`src/rtl/mem_stage_lsu.sv`:
```
// mem_stage_lsu: memory-stage load/store unit for the 5-stage RISC-V pipeline.
// Turns the EX/MEM load/store into one request/grant/response transaction on
// the data-memory bus, returns extended load data and stalls upstream stages
// while the transaction is in flight. A watchdog aborts transactions the bus
// never answers.
module mem_stage_lsu #(
    parameter int TIMEOUT_CYCLES = 64
) (
    input  logic        Clk,
    input  logic        Reset,
    input  logic        Mem_Read_M,
    input  logic        Mem_Write_M,
    input  logic [2:0]  Funct3_M,
    input  logic [31:0] Alu_Result_M,
    input  logic [31:0] Write_Data_M,
    output logic [31:0] Read_DataM,
    output logic        Stall_M,
    output logic        Misaligned_M,
    output logic        Bus_Err_M,
    output logic        Bus_Req,
    output logic        Bus_We,
    output logic [31:0] Bus_Addr,
    output logic [31:0] Bus_WData,
    output logic [3:0]  Bus_Be,
    input  logic        Bus_Gnt,
    input  logic        Bus_RValid,
    input  logic [31:0] Bus_RData
);

    localparam int CNT_W = $clog2(TIMEOUT_CYCLES + 1);
    localparam logic [CNT_W-1:0] CNT_LIMIT = CNT_W'(TIMEOUT_CYCLES);

    typedef enum logic [1:0] {
        S_IDLE = 2'd0,
        S_REQ  = 2'd1,
        S_WAIT = 2'd2,
        S_DONE = 2'd3
    } state_t;

    state_t      state_q,     state_d;
    logic        bus_req_q,   bus_req_d;
    logic        we_q,        we_d;
    logic [2:0]  funct3_q,    funct3_d;
    logic [1:0]  lane_q,      lane_d;
    logic [31:0] addr_q,      addr_d;
    logic [31:0] wdata_q,     wdata_d;
    logic [3:0]  be_q,        be_d;
    logic [31:0] read_data_q, read_data_d;
    logic        bus_err_q,   bus_err_d;
    logic [CNT_W-1:0] cnt_q,  cnt_d;

    logic        mem_op;
    logic        misaligned;
    logic        aligned_op;
    logic [3:0]  be_new;
    logic [31:0] wdata_new;
    logic [7:0]  lane_byte;
    logic [15:0] lane_half;
    logic [31:0] load_ext;
    logic [CNT_W-1:0] cnt_inc;

    assign mem_op  = Mem_Read_M | Mem_Write_M;
    assign cnt_inc = cnt_q + CNT_W'(1);

    // Alignment check on the presented op: halves need addr[0]=0, words addr[1:0]=0.
    always_comb begin
        misaligned = 1'b0;
        case (Funct3_M[1:0])
            2'b00:   misaligned = 1'b0;
            2'b01:   misaligned = Alu_Result_M[0];
            default: misaligned = (Alu_Result_M[1:0] != 2'b00);
        endcase
    end

    assign Misaligned_M = mem_op & misaligned;
    assign aligned_op   = mem_op & ~misaligned;

    // Byte enables and lane-replicated store data for the presented op.
    always_comb begin
        be_new    = 4'b1111;
        wdata_new = Write_Data_M;
        case (Funct3_M[1:0])
            2'b00: begin
                be_new    = 4'b0001 << Alu_Result_M[1:0];
                wdata_new = {4{Write_Data_M[7:0]}};
            end
            2'b01: begin
                be_new    = 4'b0011 << Alu_Result_M[1:0];
                wdata_new = {2{Write_Data_M[15:0]}};
            end
            default: begin
                be_new    = 4'b1111;
                wdata_new = Write_Data_M;
            end
        endcase
    end

    // Pick the addressed lane out of the returned word using the captured offset.
    always_comb begin
        lane_byte = Bus_RData[7:0];
        case (lane_q)
            2'd0: lane_byte = Bus_RData[7:0];
            2'd1: lane_byte = Bus_RData[15:8];
            2'd2: lane_byte = Bus_RData[23:16];
            2'd3: lane_byte = Bus_RData[31:24];
            default: lane_byte = Bus_RData[7:0];
        endcase
        lane_half = lane_q[1] ? Bus_RData[31:16] : Bus_RData[15:0];
    end

    // Sign- or zero-extend the selected lane according to the captured funct3.
    always_comb begin
        load_ext = Bus_RData;
        case (funct3_q)
            3'b000:  load_ext = {{24{lane_byte[7]}}, lane_byte};
            3'b100:  load_ext = {24'h000000, lane_byte};
            3'b001:  load_ext = {{16{lane_half[15]}}, lane_half};
            3'b101:  load_ext = {16'h0000, lane_half};
            default: load_ext = Bus_RData;
        endcase
    end

    // Transaction sequencer: next state, captured request fields, result and watchdog.
    always_comb begin
        state_d     = state_q;
        bus_req_d   = bus_req_q;
        we_d        = we_q;
        funct3_d    = funct3_q;
        lane_d      = lane_q;
        addr_d      = addr_q;
        wdata_d     = wdata_q;
        be_d        = be_q;
        read_data_d = read_data_q;
        bus_err_d   = 1'b0;
        cnt_d       = cnt_q;

        case (state_q)
            S_IDLE: begin
                if (aligned_op) begin
                    we_d      = Mem_Write_M;
                    funct3_d  = Funct3_M;
                    lane_d    = Alu_Result_M[1:0];
                    addr_d    = {Alu_Result_M[31:2], 2'b00};
                    wdata_d   = wdata_new;
                    be_d      = be_new;
                    cnt_d     = '0;
                    bus_req_d = 1'b1;
                    state_d   = S_REQ;
                end
            end
            S_REQ: begin
                cnt_d = cnt_inc;
                // A grant wins over a simultaneous timeout; RValid is not looked at here.
                if (Bus_Gnt) begin
                    bus_req_d = 1'b0;
                    state_d   = we_q ? S_DONE : S_WAIT;
                end else if (cnt_inc == CNT_LIMIT) begin
                    bus_req_d   = 1'b0;
                    bus_err_d   = 1'b1;
                    read_data_d = '0;
                    state_d     = S_DONE;
                end
            end
            S_WAIT: begin
                cnt_d = cnt_inc;
                if (Bus_RValid) begin
                    read_data_d = load_ext;
                    state_d     = S_DONE;
                end else if (cnt_inc == CNT_LIMIT) begin
                    bus_err_d   = 1'b1;
                    read_data_d = '0;
                    state_d     = S_DONE;
                end
            end
            S_DONE: begin
                // The finished instruction is still presented here; let the pipeline move on.
                state_d = S_IDLE;
            end
            default: begin
                state_d   = S_IDLE;
                bus_req_d = 1'b0;
            end
        endcase
    end

    // State and datapath registers; an asynchronous reset abandons any transaction.
    always_ff @(posedge Clk or posedge Reset) begin
        if (Reset) begin
            state_q     <= S_IDLE;
            bus_req_q   <= 1'b0;
            we_q        <= 1'b0;
            funct3_q    <= 3'b000;
            lane_q      <= 2'b00;
            addr_q      <= '0;
            wdata_q     <= '0;
            be_q        <= 4'b0000;
            read_data_q <= '0;
            bus_err_q   <= 1'b0;
            cnt_q       <= '0;
        end else begin
            state_q     <= state_d;
            bus_req_q   <= bus_req_d;
            we_q        <= we_d;
            funct3_q    <= funct3_d;
            lane_q      <= lane_d;
            addr_q      <= addr_d;
            wdata_q     <= wdata_d;
            be_q        <= be_d;
            read_data_q <= read_data_d;
            bus_err_q   <= bus_err_d;
            cnt_q       <= cnt_d;
        end
    end

    assign Stall_M    = ((state_q == S_IDLE) && aligned_op) ||
                        (state_q == S_REQ) || (state_q == S_WAIT);
    assign Read_DataM = read_data_q;
    assign Bus_Err_M  = bus_err_q;
    assign Bus_Req    = bus_req_q;
    assign Bus_We     = we_q;
    assign Bus_Addr   = addr_q;
    assign Bus_WData  = wdata_q;
    assign Bus_Be     = be_q;

endmodule

```
`config.mk`:
```
export PLATFORM = sky130hd
export DESIGN_NAME = mem_stage_lsu
export DESIGN_NICKNAME = d
export VERILOG_FILES = /design/src/rtl/mem_stage_lsu.sv
export SDC_FILE = /design/constraint.sdc
export NUM_CORES = 1
export LEC_CHECK = 0
export ABC_AREA = 1
export BUFFER_PORTS_ARGS = -buffer_cell sky130_fd_sc_hd__buf_2
export CAP_MARGIN = 20
export CORE_MARGIN = 2
export CORE_UTILIZATION = 30
export CTS_BUF_LIST = sky130_fd_sc_hd__clkbuf_16
export DETAILED_ROUTE_END_ITERATION = 12
export PLACE_DENSITY = 0.54
export SETUP_SLACK_MARGIN = 0.4
export SYNTH_ARGS = -nofsm -noshare
export SYNTH_HDL_FRONTEND = slang
export SYNTH_SLANG_ARGS = --single-unit
export TNS_END_PERCENT = 1
```
`constraint.sdc`:
```
create_clock -name Clk -period 3 [get_ports Clk]
set_input_delay 0.15 -clock Clk [delete_from_list [all_inputs] [get_ports Clk]]
set_output_delay 0.15 -clock Clk [all_outputs]
set_load 0.1 [all_outputs]
```
==> reports/results.ini, run 1 <==
[yosys]
synth_edf_count=0
avgSynthCellArea_um2=8.282
synth.area.top_cells=dfrtp_1 52%, nand2_1 16%, o21ai_1 4.5%
synth_top_area_frac=0.5225
synth_cell_types=38
syn-cell-area_um2=5508
yosys_register_bits=115
yosysSeqAreaShare=0.5225
ys_async_sr_fraction=1.000
ys.flop_type=dfrtp_1
synthCells=665
yosys_warnings=0
synth_top_area_cell=dfrtp_1

[finish]
final_net_count=1029
seq_area_um2=2878
multi_input_area_um2=2243
drive_gt1_frac=0.2922
stdcell_area_um2=7790
fillers=1807
area_growth_pct=41.44
final_core_utilization=0.4337
final_common_cell=nand2_1
mostFrequentLayoutCells=233 x nand2_1, 206 x buf_2, 115 x dfrtp_1

[timing]
final.setup_skew_ps=7.563
setup_slack_ps=645.4
rsz0062_at_grt=false
tns_ps=0
hold_viol_final=0
setup_violations=0
fin_crit_sh=0.7849
fin_crit_ps=2355
slew_headroom=0.3832
worst_pin_slew_ps=925.2
maxSlewViolCount=0
max_freq_ghz=0.4247

[placed_design]
gp_congestion=0.8478
hpwl_mm=12.40
place_area_um2=6714
place_ws_ps=878.0
io_buffers=207

[outcome]
status=completed

[cts]
cts_max_level=4
cts_tree=done
cts_root_buffer=clkbuf_16
cts_buffer_depth=2
postCtsResizedCells=0
cts_sinks=115
cts_made_buffers=17
clock_latency_ps=410
clkTransAtPathRegs_ps=60

[worst_setup_path]
critPathLaunch=Funct3_M[0]
arrival_ps=2200
crit_type=in -> out
crit_required_ps=2850
end_kind=output port
critPathMaxFanout=22
timing.rr.start=state_q[1]$_DFFE_PP0P_
slowest_delay_ps=550
critical_path.slowest_cell=dlygate4sd3_1
startpoint_type=primary input
cp_cell_sequence=dlygate4sd3_1 > buf_2 > inv_2 > nor2_4 > nand2_1 > nand3_2 > nor2_4 > inv_2 > nand3_1 > buf_12

[global_route]
grt_pass1_vias=5473
grt_max_degree=72
antenna_found_initial=2
track_usage=0.1827
grt_first_pass_wirelength_mm=28.17
grt_overflow_total=0

[drt]
via_per_inst=4.694
wl_per_cell_um=15.15
drcViolationCount=0
wirelength_mm=17.59
ant_nets=0
firstDrtPassIters=5
drt_iter0_markers=225
via_count=5450

[worst_hold_path]
hold_class=in -> reg
min_from=Bus_RData[11]

[floorplanning]
initial_core_util=0.3066
rows=49
die_area_um2=19460
core_area_um2=17960
chipWidth_um=139.5
ioPinCount=210
die_h_um=139.5

[run]
cap_viol_max_count=0

==> kinds of logic (layout without fill, tap and decap cells) <==
| group | count (synthesis) | in the layout | share of synthesized area |
|---|---|---|---|
| simple gates | 302 | 302 | 0.2240 |
| compound gates | 159 | 159 | 0.1631 |
| flops | 115 | 115 | 0.5225 |
| buf+inv | 79 | 344 | 0.07088 |
| fa+ha+maj | 6 | 6 | 0.01363 |
| mux | 2 | 2 | 0.003635 |
| other cells | 1 | 3 | 0.0006809 |
| xor+xnor | 1 | 1 | 0.001590 |
==> layout make-up <==
class | instances | area share
Antenna cell | 1 | 0.0003212
Inverter | 43 | 0.02120
Multi-Input combinational cell | 472 | 0.2880
Tap cell | 229 | 0.03678
Clock inverter | 15 | 0.01895
Sequential cell | 115 | 0.3694
Timing Repair Buffer | 269 | 0.2107
Clock buffer | 17 | 0.05461
==> timing repair <==
item	CTS	global route
endpoints found under the hold margin	93	0
hold buffers	50	0
setup buffers	0	0
==> worst max-delay path, delay by kind of cell <==
| family | cells | cell delay (ps) |
|---|---|---|
| buffers and inverters | 5 | 1280 |
| and+or+nand+nor | 5 | 760 |
==> sequential cells by signal, summed over array words and instances, names as in the netlist <==
| signal | flops |
|---|---|
| Bus_Be | 4 |
| Bus_We | 1 |
| cnt_q | 7 |
| lane_q | 2 |
| funct3_q | 3 |
| Read_DataM | 32 |
| Bus_Err_M | 1 |
| Bus_WData | 32 |
| Bus_Req | 1 |
| state_q | 2 |
| Bus_Addr | 30 |
==> worst paths after layout <==
path                                         endpoint  slack [ps]  cells after the start
max                                           Stall_M         650                     10
min                        Read_DataM[11]$_DFFE_PP0P_          10                      3
max reg2reg                 Read_DataM[4]$_DFFE_PP0P_         850                      9
min reg2reg                  Bus_Addr[18]$_DFFE_PP0P_         460                      2
max in group asynchronous  Read_DataM[10]$_DFFE_PP0P_        1800                      4
min in group asynchronous     Bus_Addr[9]$_DFFE_PP0P_         450                      4
==> stage by stage <==
stage,cells,hold slack [ps]
finish,1161,12.54
global route,1161,1.713
CTS,1160,1.048
detailed placement,1078,354.2
global placement,1078,351.9
floorplan,666,237.6
==> cells in the mapped netlist (3+ instances only) <==
cell type,number
clkbuf_1,8
inv_1,38
o21ai_0,31
buf_2,12
a21oi_1,45
nor2_1,15
nand3_2,3
a2bb2oi_1,6
o21ai_1,49
nand3_1,40
o31ai_1,3
inv_2,5
ha_1,6
o21ai_2,3
buf_4,5
o211ai_1,8
nor3_1,5
nand2_1,233
buf_1,3
dfrtp_1,115
buf_6,8
==> per-layer routing <==
layer,global-route usage,part of all wire,routed length [um]
met1,0.2286,0.43,7567
met2,0.2944,0.47,8219
met3,0.06228,0.077,1354
met4,0.06645,0.025,435
met5,0,0.00085,15
Power of run 1 is not shown: default switching activity piles up to over one toggle a cycle in this logic, so the estimate is an artifact.
==> run 2, diff against run 1 <==
==> constraint.sdc (replaced) <==
create_clock -name Clk -period 1.95 [get_ports Clk]
set_input_delay 0.0975 -clock Clk [delete_from_list [all_inputs] [get_ports Clk]]
set_output_delay 0.0975 -clock Clk [all_outputs]
set_load 0.1 [all_outputs]
==> run 2 against run 1 <==
Compared with the run above:
- clock skew grew 2.2 ps
- cell count grew 4.7%
- routed wire length grew 3.5%
- core utilization grew 4.2 points
- via count grew 3.7%
- die area is the same
- highest routed layer unchanged
- global-route usage grew 0.55 points
- register-to-register slack lost 570 ps
==> reports/results.ini, run 2 (same netlist as run 1, synthesis figures left out) <==
[timing]
worst_pin_slew_ps=643.7
setup_violations=0
rsz0062_at_grt=true
maxSlewViolCount=0
max_freq_ghz=0.5978
hold_viol_final=0
fin_crit_sh=0.8578
slew_headroom=0.5709
final.setup_skew_ps=9.789
fin_crit_ps=1673

[drt]
via_per_inst=4.646
drcViolationCount=0
wirelength_mm=18.21
via_count=5650
drt_iter0_markers=263
firstDrtPassIters=6
ant_nets=0
wl_per_cell_um=14.97

[worst_setup_path]
timing.rr.start=cnt_q[0]$_DFFE_PP0P_
crit_type=reg -> reg
slowest_delay_ps=380
critical_path.slowest_cell=dfrtp_1
end_kind=flop
startpoint_type=flop
critPathMaxFanout=16
cp_cell_sequence=ha_2 > nand2_1 > inv_1 > nand3_2 > nand3_2 > nor2_4 > nand3_4 > buf_12 > a31o_2
r2r_slack_ps=280
critPathLaunch=cnt_q[0]$_DFFE_PP0P_
arrival_ps=1970
crit_required_ps=2250
crit_path_frequent_cell=nand3_2

[outcome]
status=completed

[floorplanning]
die_area_um2=19460
chipWidth_um=139.5
initial_core_util=0.3066
rows=49
core_area_um2=17960
die_h_um=139.5
ioPinCount=210

[placed_design]
io_buffers=207
place_area_um2=6827
gp_congestion=0.8431
hpwl_mm=12.37

[cts]
cts_made_buffers=17
cts_max_level=4
cts_buffer_depth=2
cts_sinks=115
clkTransAtPathRegs_ps=60
cts_root_buffer=clkbuf_16
clock_latency_ps=420
cts_tree=done

[worst_hold_path]
hold_class=in -> reg
min_from=Bus_RData[28]

[finish]
seq_area_um2=2879
final_core_utilization=0.4753
multi_input_area_um2=2327
fillers=1787
stdcell_area_um2=8538
area_growth_pct=55.02
final_common_cell=nand2_1
final_net_count=1084
mostFrequentLayoutCells=233 x nand2_1, 205 x buf_2, 114 x dfrtp_1
drive_gt1_frac=0.3053

[global_route]
grt_pass1_vias=5656
grt_max_degree=116
grt_first_pass_wirelength_mm=29.30
antenna_found_initial=2
track_usage=0.1882
grt_overflow_total=0

[run]
cap_viol_max_count=0

==> run 2: cell types whose count changed in the layout (fill, tap and decap cells not counted), moves of 3 or more <==
| cell | before | now |
|---|---|---|
| buf_12 | 1 | 6 |
| buf_4 | 12 | 21 |
| buf_6 | 0 | 4 |
| bufinv_16 | 1 | 4 |
| dlygate4sd3_1 | 50 | 87 |
| ha_1 | 6 | 3 |
| nand3_1 | 40 | 37 |
==> run 2: worst paths after layout <==
path / to / depth (start not counted)
max in group asynchronous: lane_q[1]$_DFFE_PP0P_ / 4
min in group asynchronous: Bus_Req$_DFFE_PP0P_ / 4
worst max-delay path: Read_DataM[4]$_DFFE_PP0P_ / 9
worst min-delay path: Read_DataM[28]$_DFFE_PP0P_ / 3
worst max register to register: Read_DataM[4]$_DFFE_PP0P_ / 9
worst min register to register: Bus_Addr[19]$_DFFE_PP0P_ / 2
==> run 2: layer usage <==
layer	wire length [um]	global-route usage	vias up
met5	13	0	-
met4	244	0.05529	2
met3	1372	0.06056	19
met2	8559	0.3034	196
met1	8017	0.2429	2620
li1	-	-	2813
==> run 2: area by class of cell <==
cell class / count / share of cell area
well taps: 229 / 0.03356
multi-input cells: 472 / 0.2726
clock inverters: 15 / 0.02403
repair buffers: 324 / 0.2629
inverters: 43 / 0.01964
clock buffers: 17 / 0.04982
diodes: 1 / 0.0002931
flip-flops and latches: 115 / 0.3372
==> run 2: metrics by stage <==
stage               TNS (ps)  std cells  hold WS, ps  worst slack [ps]
finish                     0       1216        16.52             277.3
global route               0       1216        22.15             193.7
CTS                        0       1211       0.5819             288.9
detailed placement         0       1086        302.0             128.3
global placement           0       1086        299.2             155.4
floorplan             -805.1        666        185.1            -713.3
==> run 2: repair_timing <==
action                                  4_1_cts  5_1_grt
buffers inserted                              6        3
resized for setup                            13       11
pin swaps                                     1        1
endpoints found under the hold margin       201        0
hold buffers                                 87        0
gates cloned                                  0        1
endpoints found under the setup margin       82       87
==> run 2: worst max-delay path, delay by kind of cell, from the launching register on <==
family	cells	cell delay [ps]
AND/OR/NAND/NOR	5	520
buffers and inverters	2	260
AO/OA/AOI/OAI	1	200
flip-flops	1	380
adder cells (fa/ha/maj)	1	210
Power of run 2 is left out for the same reason.
